File: config.mk
export PLATFORM = sky130hd
export DESIGN_NAME = edge_event_unit
export DESIGN_NICKNAME = d
export VERILOG_FILES = /design/src/rtl/edge_event_unit.sv
export SDC_FILE = /design/constraint.sdc
export NUM_CORES = 1
export LEC_CHECK = 0
export BUFFER_PORTS_ARGS = -buffer_cell sky130_fd_sc_hd__clkbuf_2
export CORE_ASPECT_RATIO = 1.25
export CORE_UTILIZATION = 30
export DETAILED_ROUTE_END_ITERATION = 16
export PLACE_DENSITY_LB_ADDON = 0.3
export SLEW_MARGIN = 0
export SYNTH_ARGS = -nofsm -noshare
export SYNTH_HDL_FRONTEND = slang
export SYNTH_SLANG_ARGS = --single-unit
File: constraint.sdc
create_clock -name clock -period 2.95 [get_ports clock]
set_input_delay 0.59 -clock clock [delete_from_list [all_inputs] [get_ports clock]]
set_output_delay 0.59 -clock clock [all_outputs]
set_load 0.05 [all_outputs]
File: src/rtl/edge_event_unit.sv
// edge_event_unit: multi-channel input conditioner. Each channel is
// synchronised, debounced and edge-detected according to a shared mode.
// Qualified edges give 1-cycle pulses, sticky flags and a shared
// saturating event counter with a latched overflow flag.
module edge_event_unit #(
  parameter int CHANNELS        = 4,
  parameter int SYNC_STAGES     = 2,
  parameter int DEBOUNCE_CYCLES = 4,
  parameter int COUNT_WIDTH     = 8
) (
  input  logic                   clock,
  input  logic                   reset,
  input  logic [CHANNELS-1:0]    din,
  input  logic [1:0]             mode,
  input  logic                   clear,
  output logic [CHANNELS-1:0]    pulse,
  output logic [CHANNELS-1:0]    sticky,
  output logic [COUNT_WIDTH-1:0] count,
  output logic                   overflow
);

  localparam int DW = $clog2(DEBOUNCE_CYCLES + 1);
  // popcount width: enough to hold up to 8 simultaneous pulses
  localparam int PW = 4;
  localparam logic [DW-1:0]          DB_LAST   = DW'(DEBOUNCE_CYCLES - 1);
  localparam logic [COUNT_WIDTH-1:0] COUNT_MAX = {COUNT_WIDTH{1'b1}};

  // number of set bits in a pulse vector
  function automatic logic [PW-1:0] popcount(input logic [CHANNELS-1:0] v);
    logic [PW-1:0] n;
    n = {PW{1'b0}};
    for (int i = 0; i < CHANNELS; i++) begin
      n = n + PW'(v[i]);
    end
    return n;
  endfunction

  logic [CHANNELS-1:0]      sync_r [SYNC_STAGES];
  logic [CHANNELS-1:0]      sync_s;
  logic [DW-1:0]            dcnt_r     [CHANNELS];
  logic [DW-1:0]            dcnt_nxt_s [CHANNELS];
  logic [CHANNELS-1:0]      db_r;
  logic [CHANNELS-1:0]      accept_s;
  logic [CHANNELS-1:0]      rise_s;
  logic [CHANNELS-1:0]      fall_s;
  logic [CHANNELS-1:0]      edge_s;
  logic [COUNT_WIDTH+PW-1:0] sum_s;

  assign sync_s = sync_r[SYNC_STAGES-1];

  // shift the raw asynchronous inputs through the synchroniser chain
  always_ff @(posedge clock) begin
    if (reset) begin
      for (int k = 0; k < SYNC_STAGES; k++) begin
        sync_r[k] <= {CHANNELS{1'b0}};
      end
    end else begin
      sync_r[0] <= din;
      for (int k = 1; k < SYNC_STAGES; k++) begin
        sync_r[k] <= sync_r[k-1];
      end
    end
  end

  // count consecutive cycles the synchronised level differs from the
  // accepted level; accept it on the cycle the run would hit the limit
  always_comb begin
    for (int i = 0; i < CHANNELS; i++) begin
      accept_s[i]   = 1'b0;
      dcnt_nxt_s[i] = {DW{1'b0}};
      if (sync_s[i] == db_r[i]) begin
        dcnt_nxt_s[i] = {DW{1'b0}};
      end else if (dcnt_r[i] == DB_LAST) begin
        accept_s[i]   = 1'b1;
        dcnt_nxt_s[i] = {DW{1'b0}};
      end else begin
        dcnt_nxt_s[i] = dcnt_r[i] + DW'(1);
      end
    end
  end

  // an accepted change always moves db toward the synchronised level,
  // so its direction is given by the new level alone
  assign rise_s = accept_s & sync_s;
  assign fall_s = accept_s & ~sync_s;

  // pick which accepted transitions qualify as events for the current mode
  always_comb begin
    edge_s = {CHANNELS{1'b0}};
    case (mode)
      2'b00:   edge_s = rise_s;
      2'b01:   edge_s = fall_s;
      2'b10:   edge_s = rise_s | fall_s;
      2'b11:   edge_s = {CHANNELS{1'b0}};
      default: edge_s = {CHANNELS{1'b0}};
    endcase
  end

  // register debounce counters, accepted levels and the edge pulses
  always_ff @(posedge clock) begin
    if (reset) begin
      for (int i = 0; i < CHANNELS; i++) begin
        dcnt_r[i] <= {DW{1'b0}};
      end
      db_r  <= {CHANNELS{1'b0}};
      pulse <= {CHANNELS{1'b0}};
    end else begin
      for (int i = 0; i < CHANNELS; i++) begin
        dcnt_r[i] <= dcnt_nxt_s[i];
      end
      db_r  <= db_r ^ accept_s;
      pulse <= edge_s;
    end
  end

  // widened sum so the saturation test sees the true total
  assign sum_s = {{PW{1'b0}}, count} + {{COUNT_WIDTH{1'b0}}, popcount(pulse)};

  // latch pulses into sticky flags and the saturating counter; clear wins
  always_ff @(posedge clock) begin
    if (reset) begin
      sticky   <= {CHANNELS{1'b0}};
      count    <= {COUNT_WIDTH{1'b0}};
      overflow <= 1'b0;
    end else if (clear) begin
      sticky   <= {CHANNELS{1'b0}};
      count    <= {COUNT_WIDTH{1'b0}};
      overflow <= 1'b0;
    end else begin
      sticky <= sticky | pulse;
      if (sum_s > {{PW{1'b0}}, COUNT_MAX}) begin
        count    <= COUNT_MAX;
        overflow <= 1'b1;
      end else begin
        count    <= sum_s[COUNT_WIDTH-1:0];
      end
    end
  end

endmodule
==> impl_metrics.csv <==
group,metric,value,unit
finish,num-nets-final,212,
hold_path,hp-class,"reg2reg",
detailed_routing,via_count,1089,
run,maxCapViolCount,0,
hold_path,worstHoldEndpoint,"dcnt_r[0][0]",
setup_path,worstPathRequired,3.17,ns
power,p_int,740,uW
sta,hold_viol_final,0,
sta,slew-limit-headroom,73.1,%
power,peakVddDrop,0.243,mV
die,fp.coreArea,0.00508,mm2
power,p_sw,197,uW
finish,stdcell_area,0.00185,mm2
clock_network,cts_tree,"built",
sta,rsz0062_at_grt,"false",
clock_network,htree_levels,2,
sta,setup_ws,0.624,ns
place,place_area,0.00177,mm2
sta,worst_slew_pin_slew,0.403,ns
detailed_routing,wl_per_cell,9.62,um
finish,drive_gt1_share,17.7,%
clock_network,cts_setup_buffers,0,
detailed_routing,ant_nets,0,
power,p_clk_share,37.0,%
setup_path,critPathCaptureType,"register",
sta,fin_crit_sh,78.9,%
outcome,status,"finished, final reports clean",
power,power_leakage,0.731,nW
sta,setup_viol,0,
finish,antenna_cells,0,
place,dp_worst_setup_slack,0.621,ns
sta,setup_tns,0,ns
place,dp_hpwl,1820,um
clock_network,clk_pin_slew,0.07,ns
setup_path,critPathArrivalTime,2.55,ns
setup_path,r2r-end,"overflow",
yosys,yosys-top-cells-area,"dfxtp_1 52%, nor2_1 7.4%, ha_1 7.1%",
grt,antenna_found_initial,0,
setup_path,start_kind,"register",
setup_path,r2r_cells,8,
yosys,syn-num-nets,183,
sta,worst_hold_slack,0.421,ns
yosys,synth_area,0.00158,mm2
sta,clock.fmax,0.430,GHz
yosys,synth-edff-count,0,
die,initial_utilization,31.1,%
finish,instances_no_fill,254,
yosys,yosysTopAreaCell,"dfxtp_1",
grt,overflow,0,
grt,grt_usage,9.72,%
detailed_routing,drc,0,
clock_network,cts_num_sinks,41,
place,gp_congestion,0.688,
die,fp.dieW,66.9,um
grt,grt_pass1_wl,4030,um
die,rows,29,
die,die_h,83.1,um
die,die_area,0.00556,mm2
hold_path,holdCritStartpoint,"dcnt_r[0][0]",
hold_path,min_path_cells,1,
setup_path,path_class,"reg2reg",
grt,grt_max_degree,23,
setup_path,cpMaxStageDelayCell,"fa_1",
power,pwr-share-seq,60.1,%
yosys,synth.yosys.seq_area_share,52.0,%
yosys,avgSynthCellArea,9.75,um2
setup_path,reg2reg_slack,0.62,ns
sta,skew,0.00587,ns
clock_network,cts_resized,0,
finish,final_core_util,36.4,%
clock_network,cts_buffers,5,
setup_path,cp_slowest_stage_delay,0.53,ns
yosys,syn_inst,162,
clock_network,cts_hold_buf,0,
grt,grt_pass1_vias,1006,
place,placed_cells,246,
yosys,ys_warn_count,0,
finish,syn2layout_area_growth,17.0,%
detailed_routing,drtIter0Drc,52,
setup_path,crit_chain,"fa_1 > inv_1 > fa_1 > inv_1 > fa_1 > nand2_1 > or3_4 > a21oi_1",
sta,period_needed,2.33,ns
clock_network,clockRootBuffer,"clkbuf_8",
place,numPortBuffers,25,
power,switching_share,21.0,%
power,power_density,507,mW/mm2
yosys,synth.distinct_cells,26,
setup_path,cpMostUsedCell,"fa_1",
detailed_routing,drt_pass1_iterations,2,
power,power.total,937,uW
power,combPwrFrac,2.9,%
clock_network,ctsLongestPathBuffers,2,
clock_network,clk_latency,0.29,ns
detailed_routing,via_per_inst,4.29,
setup_path,path_max_fanout,5,
yosys,ys_ff_latch,41,
yosys,ys_dominant_reg_cell,"dfxtp_1",
sta,slew_violations,0,
yosys,postSynth.asyncResetShare,0,%
setup_path,r2r-start,"pulse[0]",
detailed_routing,wl,2440,um
die,io_pins,26,
yosys,synth_top_area_share,52.0,%
==> how the worst max path moves through the flow <==
stage                          end  cells past startpoint  slack (ns)  startpoint
after floorplan           count[0]                      8        0.51    pulse[0]
after CTS                 overflow                      8        0.60    pulse[0]
after global placement    overflow                      8        0.68    pulse[0]
after global routing      count[3]                      8        0.49    pulse[0]
after detailed placement  overflow                      8        0.62    pulse[0]
final                     overflow                      8        0.62    pulse[0]
==> Yosys cell counts, drive strengths merged, types with 4 or more instances <==
library cell   n
dfxtp         41
xnor2          4
nor3b          4
mux2i          4
nor2b          9
nor3           4
a31oi          5
a21oi          6
inv           18
ha             9
nor2          31
or3            5
==> flip-flops by register name, summed over array words and instances (netlist names), named ones only <==
signal	cells
pulse	4
dcnt_r	12
count	8
sticky	4
overflow	1
sync_r	8
==> metal layers <==
metal	up-vias	track usage, %	wire length (um)
met2	30	15.2	1100
met1	470	10.9	1130
met3	8	3.43	155
met5	-	0	0
met4	0	6.38	60
li1	581	-	-
==> power groups by stage <==
stage / Sequential (mW) / Clock, mW / Combinational, mW
2_1_floorplan: 0.575 / 0 / 0.0187
3_3_place_gp: 0.576 / 0 / 0.0276
3_5_place_dp: 0.576 / 0 / 0.0279
4_1_cts: 0.563 / 0.360 / 0.0278
5_1_grt: 0.564 / 0.385 / 0.0316
6_report: 0.563 / 0.347 / 0.0271
==> critical path, delay by kind of cell (launching register included) <==
family | cells | cell delay, ns
adder cells (fa/ha/maj) | 3 | 1.10
flip-flops | 1 | 0.35
buffers and inverters | 2 | 0.13
AND/OR/NAND/NOR | 2 | 0.53
AO/OA/AOI/OAI | 1 | 0.16
==> area by class of cell <==
type	instances	area, um2
fillers	547	3230
well taps	62	77.6
multi-input cells	100	677
inverters	18	67.6
flip-flops and latches	41	821
clock buffers	8	80.1
repair buffers	25	125
==> cells by family (layout without fill, tap and decap cells) <==
family          Yosys count  in the layout  synth area share, %
flops                    41             41                 52.0
compound gates           17             17                 6.58
simple gates             60             60                 18.9
buf+inv                  21             51                 5.15
fa+ha+maj                12             12                 10.9
mux                       4              4                 2.54
xor+xnor                  7              7                 3.88
==> layout by cell type, fill, tap and decap left out <==
master / instances
o221a_2: 1
nand4_1: 1
dfxtp_1: 41
nor3_1: 4
nor2_1: 31
a211oi_1: 1
or2_2: 1
or3_4: 1
nand2_1: 3
a31oi_1: 5
clkbuf_2: 25
xor2_1: 3
a21oi_1: 6
and3_1: 1
clkbuf_1: 3
ha_1: 9
nor3b_1: 4
o21ai_0: 3
fa_1: 3
nand3_2: 1
mux2i_1: 4
o2111ai_1: 1
inv_1: 18
clkbuf_8: 5
nor2b_1: 9
or3_1: 4
xnor2_1: 4
Power figures use the tool's default switching activity.
